[src/rtl/reset_sequencer_pkg.sv]
// Shared types for the reset sequencer.
//   state_e : sequencer FSM states
//   cause_e : encoding of reset_cause (what started the most recent reset)
package reset_sequencer_pkg;

    typedef enum logic [2:0] {
        StAssert,
        StWaitLock,
        StHold,
        StRelease,
        StRun
    } state_e;

    typedef enum logic [1:0] {
        CausePor    = 2'd0,
        CauseButton = 2'd1,
        CausePll    = 2'd2,
        CauseSw     = 2'd3
    } cause_e;

endpackage

[src/rtl/reset_sequencer_if.sv]
// Board-side signals of the reset sequencer.
//   button_n     : raw active-low push-button (async, bouncy)
//   pll_locked   : PLL lock indication (async to clk)
//   sw_reset_req : single-cycle synchronous software reset request
//   rst_n_stage  : sequenced active-low reset outputs, one per clock domain
//   reset_active : high while any stage is held in reset
//   reset_cause  : cause of the most recent reset
// Modports: master = the sequencer, slave = the board / environment.
interface reset_sequencer_if #(
    parameter int unsigned NUM_STAGES = 3
);
    import reset_sequencer_pkg::*;

    logic                  button_n;
    logic                  pll_locked;
    logic                  sw_reset_req;
    logic [NUM_STAGES-1:0] rst_n_stage;
    logic                  reset_active;
    cause_e                reset_cause;

    modport master (
        input  button_n,
        input  pll_locked,
        input  sw_reset_req,
        output rst_n_stage,
        output reset_active,
        output reset_cause
    );

    modport slave (
        output button_n,
        output pll_locked,
        output sw_reset_req,
        input  rst_n_stage,
        input  reset_active,
        input  reset_cause
    );

endinterface

[src/rtl/reset_sequencer_sync_debounce.sv]
// Two-flop synchronizer followed by a stable-level debouncer.
//   clk, rst_n : clock and async active-low reset
//   din        : asynchronous input level
//   level      : debounced level; follows din only after CYCLES consecutive
//                synchronized samples of the new value
//   rise       : one-cycle pulse, registered together with level going 0->1
module reset_sequencer_sync_debounce #(
    parameter int unsigned CYCLES = 50000
) (
    input  logic clk,
    input  logic rst_n,
    input  logic din,
    output logic level,
    output logic rise
);

    localparam int unsigned     CntW    = $clog2(CYCLES + 1);
    localparam logic [CntW-1:0] CntLast = CntW'(CYCLES - 1);

    logic            meta_q;
    logic            sync_q;
    logic            level_q;
    logic            rise_q;
    logic [CntW-1:0] cnt_q;

    always_ff @(posedge clk or negedge rst_n) begin
        if (!rst_n) begin
            meta_q  <= 1'b0;
            sync_q  <= 1'b0;
            level_q <= 1'b0;
            rise_q  <= 1'b0;
            cnt_q   <= '0;
        end else begin
            meta_q <= din;
            sync_q <= meta_q;
            rise_q <= 1'b0;
            if (sync_q == level_q) begin
                // Any sample matching the current level restarts the window.
                cnt_q <= '0;
            end else if (cnt_q >= CntLast) begin
                level_q <= sync_q;
                rise_q  <= sync_q;
                cnt_q   <= '0;
            end else begin
                cnt_q <= cnt_q + 1'b1;
            end
        end
    end

    assign level = level_q;
    assign rise  = rise_q;

endmodule

[src/rtl/reset_sequencer.sv]
// Central reset controller on the board reference clock.
// Merges button, PLL-lock loss and software requests into one reset event,
// waits for a stable PLL lock plus a hold period, then releases the
// active-low stage resets one by one, STAGE_GAP cycles apart.
//   clk, rst_n : reference clock and async active-low power-on reset
//   bus        : reset_sequencer_if.master (inputs button_n, pll_locked,
//                sw_reset_req; outputs rst_n_stage, reset_active, reset_cause)
module reset_sequencer
    import reset_sequencer_pkg::*;
#(
    parameter int unsigned NUM_STAGES         = 3,
    parameter int unsigned DEBOUNCE_CYCLES    = 50000,
    parameter int unsigned LOCK_STABLE_CYCLES = 1024,
    parameter int unsigned HOLD_CYCLES        = 256,
    parameter int unsigned STAGE_GAP          = 16
) (
    input  logic                     clk,
    input  logic                     rst_n,
    reset_sequencer_if.master        bus
);

    localparam int unsigned     LockW    = $clog2(LOCK_STABLE_CYCLES + 1);
    localparam int unsigned     HoldW    = $clog2(HOLD_CYCLES + 1);
    localparam int unsigned     GapW     = $clog2(STAGE_GAP + 1);
    localparam int unsigned     IdxW     = (NUM_STAGES > 1) ? $clog2(NUM_STAGES) : 1;
    localparam logic [LockW-1:0] LockLast = LockW'(LOCK_STABLE_CYCLES - 1);
    localparam logic [HoldW-1:0] HoldLast = HoldW'(HOLD_CYCLES - 1);
    localparam logic [GapW-1:0]  GapLast  = GapW'(STAGE_GAP - 1);
    localparam logic [IdxW-1:0]  LastIdx  = IdxW'(NUM_STAGES - 1);

    logic pll_meta_q;
    logic pll_sync_q;
    logic btn_pressed;
    logic btn_rise;

    state_e                state_q;
    logic [LockW-1:0]      lock_cnt_q;
    logic [HoldW-1:0]      hold_cnt_q;
    logic [GapW-1:0]       gap_cnt_q;
    logic [IdxW-1:0]       idx_q;
    logic [NUM_STAGES-1:0] stage_q;
    logic                  active_q;
    cause_e                cause_q;

    logic   evt;
    cause_e evt_cause;

    always_ff @(posedge clk or negedge rst_n) begin
        if (!rst_n) begin
            pll_meta_q <= 1'b0;
            pll_sync_q <= 1'b0;
        end else begin
            pll_meta_q <= bus.pll_locked;
            pll_sync_q <= pll_meta_q;
        end
    end

    reset_sequencer_sync_debounce #(
        .CYCLES (DEBOUNCE_CYCLES)
    ) u_button (
        .clk   (clk),
        .rst_n (rst_n),
        .din   (~bus.button_n),
        .level (btn_pressed),
        .rise  (btn_rise)
    );

    // Lock can only be lost once it was required (HOLD onwards), so the
    // low synchronized level there is equivalent to a falling edge.
    always_comb begin
        evt       = 1'b0;
        evt_cause = CausePor;
        if (state_q != StAssert) begin
            if (!pll_sync_q && (state_q inside {StHold, StRelease, StRun})) begin
                evt       = 1'b1;
                evt_cause = CausePll;
            end else if (btn_rise) begin
                evt       = 1'b1;
                evt_cause = CauseButton;
            end else if (bus.sw_reset_req) begin
                evt       = 1'b1;
                evt_cause = CauseSw;
            end
        end
    end

    always_ff @(posedge clk or negedge rst_n) begin
        if (!rst_n) begin
            state_q    <= StAssert;
            lock_cnt_q <= '0;
            hold_cnt_q <= '0;
            gap_cnt_q  <= '0;
            idx_q      <= '0;
            stage_q    <= '0;
            active_q   <= 1'b1;
            cause_q    <= CausePor;
        end else if (evt) begin
            state_q    <= StAssert;
            lock_cnt_q <= '0;
            hold_cnt_q <= '0;
            gap_cnt_q  <= '0;
            idx_q      <= '0;
            stage_q    <= '0;
            active_q   <= 1'b1;
            cause_q    <= evt_cause;
        end else begin
            unique case (state_q)
                StAssert: begin
                    lock_cnt_q <= '0;
                    hold_cnt_q <= '0;
                    state_q    <= StWaitLock;
                end
                StWaitLock: begin
                    // A held button blocks counting just like a missing lock.
                    if (pll_sync_q && !btn_pressed) begin
                        if (lock_cnt_q >= LockLast) begin
                            lock_cnt_q <= '0;
                            hold_cnt_q <= '0;
                            state_q    <= StHold;
                        end else begin
                            lock_cnt_q <= lock_cnt_q + 1'b1;
                        end
                    end else begin
                        lock_cnt_q <= '0;
                    end
                end
                StHold: begin
                    if (hold_cnt_q >= HoldLast) begin
                        gap_cnt_q <= '0;
                        idx_q     <= '0;
                        state_q   <= StRelease;
                    end else begin
                        hold_cnt_q <= hold_cnt_q + 1'b1;
                    end
                end
                StRelease: begin
                    if (gap_cnt_q == '0) begin
                        stage_q[idx_q] <= 1'b1;
                        if (idx_q == LastIdx) begin
                            active_q <= 1'b0;
                            state_q  <= StRun;
                        end else begin
                            idx_q     <= idx_q + 1'b1;
                            gap_cnt_q <= GapLast;
                        end
                    end else begin
                        gap_cnt_q <= gap_cnt_q - 1'b1;
                    end
                end
                StRun: begin
                    stage_q  <= '1;
                    active_q <= 1'b0;
                end
                default: begin
                    stage_q  <= '0;
                    active_q <= 1'b1;
                    state_q  <= StAssert;
                end
            endcase
        end
    end

    assign bus.rst_n_stage  = stage_q;
    assign bus.reset_active = active_q;
    assign bus.reset_cause  = cause_q;

endmodule

[src/flat_wrapper.sv]
// flat-port wrapper written by rule: the top's interface ports become plain ports
module reset_sequencer_flat import reset_sequencer_pkg::*;
#(
    parameter int unsigned NUM_STAGES         = 3,
    parameter int unsigned DEBOUNCE_CYCLES    = 50000,
    parameter int unsigned LOCK_STABLE_CYCLES = 1024,
    parameter int unsigned HOLD_CYCLES        = 256,
    parameter int unsigned STAGE_GAP          = 16
)
  (clk, rst_n, bus_button_n, bus_pll_locked, bus_sw_reset_req, bus_rst_n_stage, bus_reset_active, bus_reset_cause);
  reset_sequencer_if #(.NUM_STAGES(NUM_STAGES)) bus_i ();
  input  logic clk;
  input  logic rst_n;
  input wire logic [$bits(bus_i.button_n)-1:0] bus_button_n;
  input wire logic [$bits(bus_i.pll_locked)-1:0] bus_pll_locked;
  input wire logic [$bits(bus_i.sw_reset_req)-1:0] bus_sw_reset_req;
  output wire logic [$bits(bus_i.rst_n_stage)-1:0] bus_rst_n_stage;
  output wire logic [$bits(bus_i.reset_active)-1:0] bus_reset_active;
  output wire logic [$bits(bus_i.reset_cause)-1:0] bus_reset_cause;
  assign bus_i.button_n = bus_button_n;
  assign bus_i.pll_locked = bus_pll_locked;
  assign bus_i.sw_reset_req = bus_sw_reset_req;
  assign bus_rst_n_stage = bus_i.rst_n_stage;
  assign bus_reset_active = bus_i.reset_active;
  assign bus_reset_cause = bus_i.reset_cause;
  reset_sequencer #(.NUM_STAGES(NUM_STAGES), .DEBOUNCE_CYCLES(DEBOUNCE_CYCLES), .LOCK_STABLE_CYCLES(LOCK_STABLE_CYCLES), .HOLD_CYCLES(HOLD_CYCLES), .STAGE_GAP(STAGE_GAP)) u_core (.clk(clk), .rst_n(rst_n), .bus(bus_i));
endmodule
[config.mk]
export PLATFORM = sky130hd
export DESIGN_NAME = reset_sequencer_flat
export DESIGN_NICKNAME = d
export VERILOG_FILES = /design/src/rtl/reset_sequencer_pkg.sv /design/src/rtl/reset_sequencer_if.sv /design/src/rtl/reset_sequencer_sync_debounce.sv /design/src/rtl/reset_sequencer.sv /design/src/flat_wrapper.sv
export SDC_FILE = /design/constraint.sdc
export NUM_CORES = 1
export LEC_CHECK = 0
export BUFFER_PORTS_ARGS = -buffer_cell sky130_fd_sc_hd__buf_4
export CELL_PAD_IN_SITES_DETAIL_PLACEMENT = 0
export CELL_PAD_IN_SITES_GLOBAL_PLACEMENT = 2
export CORE_MARGIN = 2
export CORE_UTILIZATION = 45
export CTS_BUF_LIST = sky130_fd_sc_hd__clkbuf_4 sky130_fd_sc_hd__clkbuf_8
export CTS_CLUSTER_DIAMETER = 50
export CTS_CLUSTER_SIZE = 20
export DETAILED_ROUTE_END_ITERATION = 6
export PLACE_DENSITY = 0.95
export SLEW_MARGIN = 20
export SYNTH_ARGS = -nofsm -noshare
export SYNTH_HDL_FRONTEND = slang
export SYNTH_SLANG_ARGS = --single-unit
[constraint.sdc]
create_clock -name clk -period 4.4 [get_ports clk]
set_clock_uncertainty 0.1 [all_clocks]
set_input_delay 0.44 -clock clk [delete_from_list [all_inputs] [get_ports clk]]
set_output_delay 0.44 -clock clk [all_outputs]
set_load 0.05 [all_outputs]
After elaboration in Yosys (flattened, before gate mapping)
Index checks and enable logic that the tools add are counted.
{"block": "totals", "register_bits": 58, "elab_cells": 111, "in_bits": 5, "out_inout_bits": 6}
{"block": "classes", "n_eq_ne": 16, "n_lt_le_gt_ge": 5, "reduce_logical": 20, "n_bitwise": 3, "mux": 47, "n_addsub": 5}
{"cell": "$mux W9", "n": 4}
{"cell": "$mux W11", "n": 3}
{"cell": "$mux W16", "n": 2}
{"cell": "$pmux W9 S3", "n": 1}
{"cell": "$mux W3", "n": 8}
{"cell": "$pmux W11 S2", "n": 1}
{"cell": "$mux W5", "n": 4}
{"cell": "$add A16 B1 Y16 const B", "n": 1}
{"cell": "$ge A16 B16 Y1 const B", "n": 1}
{"cell": "$mux W2", "n": 8}
{"cell": "$ne A3 B2 Y1 const B", "n": 5}
{"cell": "$pmux W3 S5", "n": 1}
{"cell": "$reduce_bool A3 Y1", "n": 4}
{"cell": "$add A11 B1 Y11 const B", "n": 1}
{"cell": "$ge A11 B10 Y1 const B", "n": 1}
{"cell": "$mux W1", "n": 10}
{"cell": "$pmux W5 S2", "n": 1}
{"cell": "$add A9 B1 Y9 const B", "n": 1}
{"cell": "$ge A9 B8 Y1 const B", "n": 1}
{"cell": "$pmux W3 S3", "n": 1}
{"cell": "$reduce_and A4 Y1", "n": 2}
{"cell": "$eq A3 B2 Y1 const B", "n": 2}
{"cell": "$ne A3 B1 Y1 const B", "n": 2}
{"cell": "$reduce_and A3 Y1", "n": 2}
{"cell": "other kinds (23)", "n": 29}

Depth between registers and ports, before layout
Gate-level depths: netlist of the first run.
{"block": "logic_depth", "word_depth": 8, "mapped_depth": 11, "mapped_depth_nobuf": 10}

By module
From an unflattened synthesis of the first run, not the netlist that was laid out.
{"block": "hier_totals", "cells_unflattened": 326, "area_unflattened_um2": 3151.8}
{"mod": "reset_sequencer", "area_each_um2": 2210.9, "cells_per_inst": 236, "seq_area_each_um2": 952.2, "n_inst": 1}
{"mod": "reset_sequencer_sync_debounce", "area_each_um2": 940.9, "cells_per_inst": 90, "seq_area_each_um2": 500.5, "n_inst": 1}

Worst setup path after synthesis of the first run
No wires, ideal clock.
{"block": "synth_timing", "path_kind": "register to register", "start": "register u_core.hold_cnt_q[0]", "end": "register u_core.hold_cnt_q[3]", "required_ns": 4.172, "path_buffers": 1, "setup_slack_ns": 1.787, "arrival_ns": 2.385, "period_less_slack_ns": 2.613, "setup_time_ns": 0.128, "path_stages_with_launch": 12, "path_cell_list": "dfrtp_1 -> ha_1 -> and3_1 -> and3_1 -> and3_1 -> ha_1 -> or4_4 -> a31oi_4 -> o22ai_1 -> buf_2 -> o21ai_1 -> o31ai_1"}
{"block": "synth_via", "elab_chain_cells": 4, "word_cells_on_any_way": 7, "cone_classes": "add/sub: 1; order compare: 1; eq/ne: 1; mux: 3; reduce/logical: 1"}
{"item": "start: declaration", "line_no": "reset_sequencer.sv:38", "rtl": "logic [HoldW-1:0] hold_cnt_q;"}
{"item": "start signal: assignment", "line_no": "reset_sequencer.sv:133", "rtl": "hold_cnt_q <= hold_cnt_q + 1'b1;"}
{"item": "$add A9 B1 Y9", "line_no": "reset_sequencer.sv:133"}
{"item": "$mux W9", "line_no": "reset_sequencer.sv:128", "rtl": "if (hold_cnt_q >= HoldLast) begin"}
{"item": "$pmux W9 S3", "line_no": "reset_sequencer.sv:107", "rtl": "unique case (state_q)"}
{"item": "$mux W9", "line_no": "reset_sequencer.sv:97", "rtl": "end else if (evt) begin"}
Parallel ways exist; a longest one is shown, timed or not. The select of a mux whose other input is x is not followed.
A chain may end at the register's enable or synchronous reset.

Worst setup path in the final report of the first run
{"block": "layout_timing", "start": "register u_core.hold_cnt_q[0]", "end": "register u_core.hold_cnt_q[2]"}
Same word-level chain as after synthesis.

==> results of run 1 <==
## routing by layer
layer,routed length [um],vias up
li1,-,1181
met5,0,-
met1,3022,1131
met4,63,0
met2,2663,26
met3,174,4
## sequential cells by signal, summed over array words and instances, names as in the netlist
| signal | count |
|---|---|
| u_core.gap_cnt_q | 5 |
| u_core.lock_cnt_q | 11 |
| u_core.u_button.rise | 1 |
| u_core.bus.reset_active | 1 |
| u_core.u_button.meta_q | 1 |
| u_core.pll_sync_q | 1 |
| u_core.u_button.level | 1 |
| u_core.idx_q | 2 |
| u_core.u_button.cnt_q | 16 |
| u_core.pll_meta_q | 1 |
| u_core.state_q | 3 |
| u_core.bus.rst_n_stage | 3 |
| u_core.u_button.sync_q | 1 |
| u_core.bus.reset_cause | 2 |
| u_core.hold_cnt_q | 9 |
## worst max-delay path by stage
| stage | end | slack (ps) | depth (start not counted) |
|---|---|---|---|
| after detailed placement | u_core.hold_cnt_q[2] | 1510 | 10 |
| after global placement | u_core.hold_cnt_q[2] | 1580 | 10 |
| final | u_core.hold_cnt_q[2] | 1500 | 10 |
| after CTS | u_core.hold_cnt_q[2] | 1500 | 10 |
| after floorplan | u_core.hold_cnt_q[3] | 1790 | 11 |
| after global routing | u_core.hold_cnt_q[3] | 1320 | 10 |
## power groups by stage
stage	clock network, W	registers, W	logic [W]
after floorplan	0	0.000702	0.000315
after global placement	0	0.000671	0.000452
after detailed placement	0	0.000669	0.000456
after CTS	0.000576	0.000660	0.000458
after global routing	0.000604	0.000671	0.000505
final	0.000564	0.000660	0.000452
## final cells by class
| type | instances | share of cell area |
|---|---|---|
| well taps | 80 | 0.02918 |
| inverters | 14 | 0.01532 |
| repair buffers | 10 | 0.02188 |
| clock buffers | 11 | 0.04413 |
| multi-input cells | 235 | 0.4442 |
| clock inverters | 4 | 0.02188 |
| flip-flops and latches | 58 | 0.4234 |
## critical path: stages (launching register included)
cell and delay (ps):
dfrtp_1 410, ha_1 250, and3_1 160, and3_1 190, and3_1 180, ha_1 190
or4_4 430, a31oi_4 200, o22ai_1 310, o21ai_0 250, o21ai_0 100
## through the flow
| step | cells | area, um^2 | total power, W | utilization | setup slack, ps |
|---|---|---|---|---|---|
| after floorplan | 315 | 3075 | 0.001017 | - | 1787 |
| after global placement | 397 | 3204 | 0.001122 | 0.4769 | 1583 |
| after detailed placement | 397 | 3204 | 0.001125 | 0.4769 | 1511 |
| after CTS | 412 | 3431 | 0.001694 | 0.5106 | 1496 |
| after global routing | 412 | 3431 | 0.001780 | 0.5106 | 1323 |
| final | 412 | 3431 | 0.001676 | 0.5106 | 1502 |
## kinds of logic (layout without fill, tap and decap cells)
family	Yosys count	in the layout	synth area share
simple gates	131	131	0.2347
compound gates	81	81	0.1847
buf+inv	22	39	0.03214
mux	1	1	0.003661
flops	58	58	0.4723
xor+xnor	14	14	0.03987
fa+ha+maj	8	8	0.03255
## placed cells by master (no fill, tap or decap), types with 2 or more instances in the layout
| cell type | n |
|---|---|
| ha_1 | 8 |
| buf_4 | 10 |
| nor2b_1 | 6 |
| o22a_1 | 3 |
| o21bai_1 | 2 |
| o21a_1 | 2 |
| nor2_1 | 26 |
| a21oi_1 | 19 |
| nor3b_1 | 2 |
| and4_1 | 3 |
| a221o_1 | 2 |
| xnor2_1 | 5 |
| nand4_1 | 7 |
| a21o_1 | 3 |
| inv_1 | 14 |
| nor3_1 | 10 |
| o31ai_2 | 2 |
| o21ai_1 | 8 |
| nand3b_1 | 3 |
| clkbuf_8 | 11 |
| and3_1 | 6 |
| xor2_1 | 9 |
| o31ai_1 | 5 |
| nor2_2 | 9 |
| dfrtp_1 | 57 |
| o21ai_0 | 11 |
| nand2_1 | 23 |
| or3_1 | 5 |
| bufinv_16 | 2 |
| clkinvlp_4 | 2 |
| nand3_1 | 17 |
| a211oi_1 | 3 |
| a31oi_1 | 7 |
==> impl_metrics.csv, run 1 <==
group,metric,value,unit
run_status,outcome,"finished clean",
yosys,synth_edf_count,0,
global_route,grt_max_degree,59,
pwr,pwr-share-seq,0.394,
clocking,cts_tree,"yes",
worst_hold_path,min_path_type,"primary input to async pin",
clocking,root_buffer,"clkbuf_8",
routing,drt-total-wl,5923,um
global_route,grt_util_met1,0.2476,
clocking,clockBufferDepth,2,
setup_path,start_kind,"flip-flop",
floorplanning,initial_core_util,0.4577,
floorplanning,num_rows,30,
setup_path,crit_type,"flip-flop to flip-flop",
cells_and_area,layout-drive-gt1-share,0.1536,
pwr,leakage,1.451,nW
yosys,yosysSeqAreaShare,0.4723,
clocking,cts-htree-levels,3,
global_route,grt_pass1_wl,10420,um
pwr,p_sw,0.0005691,W
global_route,antenna_found_initial,0,
floorplanning,die_height,86.67,um
clocking,path_clk_slew,70,ps
setup_path,timing.rr.end,"u_core.hold_cnt_q[2]",
pwr,p_int,0.001107,W
sta,finalHoldViolCount,0,
setup_path,reg2reg_slack,1500,ps
global_route,grt_pass1_vias,2213,
floorplanning,die-area,7512,um^2
setup_path,reg2reg_depth,10,
yosys,synth_top_cell_by_area,"dfrtp_1",
setup_path,cp-startpoint,"u_core.hold_cnt_q[0]",
routing,viasPerCell,5.684,
cells_and_area,nets,341,
yosys,async_reset_ff_frac,1.000,
global_route,grt.busiest_layer,"met2",
sta,post-route-period-util,0.6586,
yosys,yosys_register_bits,58,
routing,route.detailed.drc,0,
sta,rsz0062_at_grt,"false",
cells_and_area,n_antenna_cell,0,
pwr,ir_drop,174.3,uV
yosys,ys.flop_type,"dfrtp_1",
yosys,synth_cell_types,63,
floorplanning,core,6719,um^2
global_route,grt-ovfl-total,0,
routing,dr_total_vias,2342,
setup_path,worstSetupEndpointType,"flip-flop",
sta,max_freq,345.1,MHz
sta,hold-worst-slack,44.64,ps
setup_path,cp.required,4510,ps
yosys,syn_avg_cell_area,9.763,um^2
sta,setup_viol,0,
routing,ant_nets,0,
yosys,synth_warnings,0,
sta,slew_viol_final,0,
yosys,synthCells,315,
setup_path,cp_max_fo,11,
yosys,syn_area,3075,um^2
yosys,synth_area_leaders,"dfrtp_1 46%, ha_1 3.3%, nor2_1 3.2%",
clocking,clkSinkCount,58,
cells_and_area,area_growth,11.55,%
clocking,cts_buffers,9,
yosys,synth_most_common_cell,"dfrtp_1",
setup_path,r2r-start,"u_core.hold_cnt_q[0]",
sta,slew_headroom,0.3663,
pwr,p_comb_frac,0.270,
sta,tightest_slew,950.6,ps
floorplanning,io_pins,11,
sta,fin_tns_setup,0,ps
yosys,synth.top_cell.area_share,0.4638,
clocking,cts_setup_buffers,0,
sta,fin_crit,2898,ps
routing,routedWlPerCell,14.38,um
clocking,cts_resized,0,
routing,dr.pass1.iters,4,
clocking,ctsHoldBuffers,0,
pwr,pwr-share-clk,0.337,
cells_and_area,register_area,1453,um^2
pwr,p_per_area,488.6,nW/um^2
job,maxCapViolations,0,
cells_and_area,multiInputGateArea,1524,um^2
cells_and_area,n_fill_cell,634,
clocking,insertion_delay,330,ps
place,dp_hpwl,3951,um
global_route,grtUsageMet3,0.04571,
global_route,grt_util_met2,0.2678,
place,port_buffers,10,
yosys,synth_commonest_cells,"57 x dfrtp_1, 26 x nor2_1, 23 x nand2_1",
place,finalWeightedCongestion,0.7505,
floorplanning,die_x,86.67,um
pwr,switching_share,0.3395,
routing,drt-initial-drc-count,104,
setup_path,cp.arrival,3000,ps
yosys,synth_fp_nets,328,
global_route,grt_use_total,0.1764,
No activity file was read; power rests on OpenSTA's default activity.
==> run 2: changes to the inputs <==
Settings changed: CORE_UTILIZATION 45 to 42, PLACE_DENSITY 0.95 to 0.92.
Clock period 4.4 ns to 3 ns, I/O delays scaled along.
==> run 2 against run 1 <==
  * Die area increased by 6.8%
  * Critical path type unchanged
  * Worst setup slack got worse by 1300 ps
  * Critical path depth unchanged
==> impl_metrics.csv, run 2 (synthesis gave the netlist of run 1 again) <==
group,metric,value,unit
run_status,outcome,"finished clean",
global_route,grt_pass1_wl,10360,um
cells_and_area,register_area,1453,um^2
clocking,cts_buffers,9,
floorplanning,die-area,8023,um^2
pwr,p_int,0.001687,W
setup_path,crit_type,"flip-flop to flip-flop",
setup_path,start_kind,"flip-flop",
setup_path,cp.arrival,2900,ps
setup_path,cp_max_fo,11,
pwr,p_sw,0.0008782,W
pwr,total_power,0.002566,W
cells_and_area,final_cell_mix,"57 x dfrtp_1, 26 x nor2_1, 23 x nand2_1",
cells_and_area,top_regs,"u_core.u_button.cnt_q x16, u_core.lock_cnt_q x11, u_core.hold_cnt_q x9",
global_route,grt_max_degree,59,
place,port_buffers,10,
pwr,pwr-share-seq,0.371,
clocking,cts_tree,"yes",
cells_and_area,nets,345,
place,finalWeightedCongestion,0.7885,
floorplanning,die_x,89.57,um
setup_path,cp_top_family,"simple AND/OR/NAND/NOR gates",
setup_path,worstPathBufferInverterCount,0,
routing,drt-total-wl,6077,um
routing,route.detailed.drc,0,
sta,hold-worst-slack,249.5,ps
clocking,cts-htree-levels,3,
sta,max_freq,357.5,MHz
clocking,insertion_delay,340,ps
setup_path,cpMaxStageDelayCell,"or4_4",
place,dp_hpwl,4014,um
setup_path,cp.required,3110,ps
sta,slew_viol_final,0,
routing,dr_total_vias,2345,
sta,setup_viol,0,
global_route,grt-ovfl-total,0,
setup_path,worstPathCellList,"ha_1 > and3_1 > and3_1 > and3_1 > ha_1 > or4_4 > a31oi_4 > o22ai_2 > o21ai_0 > o21ai_0",
global_route,antenna_found_initial,0,
pwr,p_per_area,728.7,nW/um^2
worst_hold_path,min_path_type,"flip-flop to flip-flop",
floorplanning,initial_core_util,0.4286,
setup_path,cp_common_cell,"and3_1",
sta,finalHoldViolCount,0,
cells_and_area,n_fill_cell,688,
floorplanning,io_pins,11,
floorplanning,num_rows,31,
cells_and_area,layout-drive-gt1-share,0.1602,
floorplanning,die_height,89.57,um
pwr,leakage,1.487,nW
clocking,clockBufferDepth,2,
global_route,grt_pass1_vias,2176,
setup_path,cpPeakStageDelay,430,ps
cells_and_area,multiInputGateArea,1530,um^2
cells_and_area,area_growth,14.48,%
global_route,grt_use_total,0.1682,
routing,dr.pass1.iters,4,
cells_and_area,layout_commonest_cell,"dfrtp_1",
job,maxCapViolations,0,
cells_and_area,largest_register,"u_core.u_button.cnt_q",
floorplanning,core,7176,um^2
pwr,p_comb_frac,0.275,
cells_and_area,largest_register_ffs,16,
pwr,pwr-share-clk,0.354,
sta,post-route-period-util,0.9324,
pwr,switching_share,0.3423,
cells_and_area,n_antenna_cell,0,
routing,drt-initial-drc-count,65,
sta,fin_crit,2797,ps
routing,viasPerCell,5.378,
clocking,path_clk_slew,70,ps
sta,fin_tns_setup,0,ps
clocking,root_buffer,"clkbuf_8",
routing,routedWlPerCell,13.94,um
sta,slew_headroom,0.4929,
sta,tightest_slew,757.8,ps
pwr,ir_drop,249.1,uV
setup_path,worstSetupEndpointType,"flip-flop",
sta,rsz0062_at_grt,"false",
routing,ant_nets,0,
clocking,clkSinkCount,58,
run 2: final timing paths:
path                                        start                     end  slack [ps]  cells past startpoint
max in group asynchronous                   rst_n   u_core.u_button.level        1850                      2
min                        u_core.u_button.meta_q  u_core.u_button.sync_q         250                      0
min reg2reg                u_core.u_button.meta_q  u_core.u_button.sync_q         250                      0
max                          u_core.hold_cnt_q[0]    u_core.hold_cnt_q[2]         200                     10
min in group asynchronous                   rst_n    u_core.lock_cnt_q[3]         440                      2
max reg2reg                  u_core.hold_cnt_q[0]    u_core.hold_cnt_q[2]         200                     10
run 2: cell type report:
type | instances | area share
Timing Repair Buffer | 14 | 0.03198
Sequential cell | 58 | 0.4126
Inverter | 14 | 0.01493
Multi-Input combinational cell | 235 | 0.4346
Tap cell | 99 | 0.03518
Clock inverter | 7 | 0.03554
Clock buffer | 9 | 0.03518
run 2: metrics by stage:
stage / util / worst slack (ps) / instance area [um^2] / instances
6_report: 0.4907 / 202.9 / 3521 / 436
2_1_floorplan: - / 387.5 / 3075 / 315
5_1_grt: 0.4907 / 11.70 / 3521 / 436
3_3_place_gp: 0.4509 / 183.7 / 3236 / 417
4_1_cts: 0.4898 / 85.98 / 3515 / 436
3_5_place_dp: 0.4509 / 101.3 / 3236 / 417
run 2: what timing repair did:
action | in CTS | in global routing
hold buffers | 3 | 0
buffers inserted | 0 | 0
resized for setup | 0 | 1
endpoints found under the setup margin | 0 | 6
hold endpoints to repair | 59 | 0
run 2: power by group through the flow:
| stage | Clock, W | Sequential (W) | Combinational (W) |
|---|---|---|---|
| 6_report | 0.000909 | 0.000951 | 0.000706 |
| 5_1_grt | 0.000966 | 0.000964 | 0.000786 |
| 4_1_cts | 0.000927 | 0.000949 | 0.000706 |
| 3_5_place_dp | 0 | 0.000964 | 0.000700 |
| 3_3_place_gp | 0 | 0.000962 | 0.000696 |
| 2_1_floorplan | 0 | 0.00103 | 0.000461 |
run 2: layer usage:
metal | vias up | GRT usage | share of wire
li1 | 1173 | - | -
met1 | 1122 | 0.2352 | 0.51
met2 | 40 | 0.2480 | 0.44
met3 | 10 | 0.03839 | 0.028
met4 | 0 | 0.07734 | 0.021
met5 | - | 0 | 0
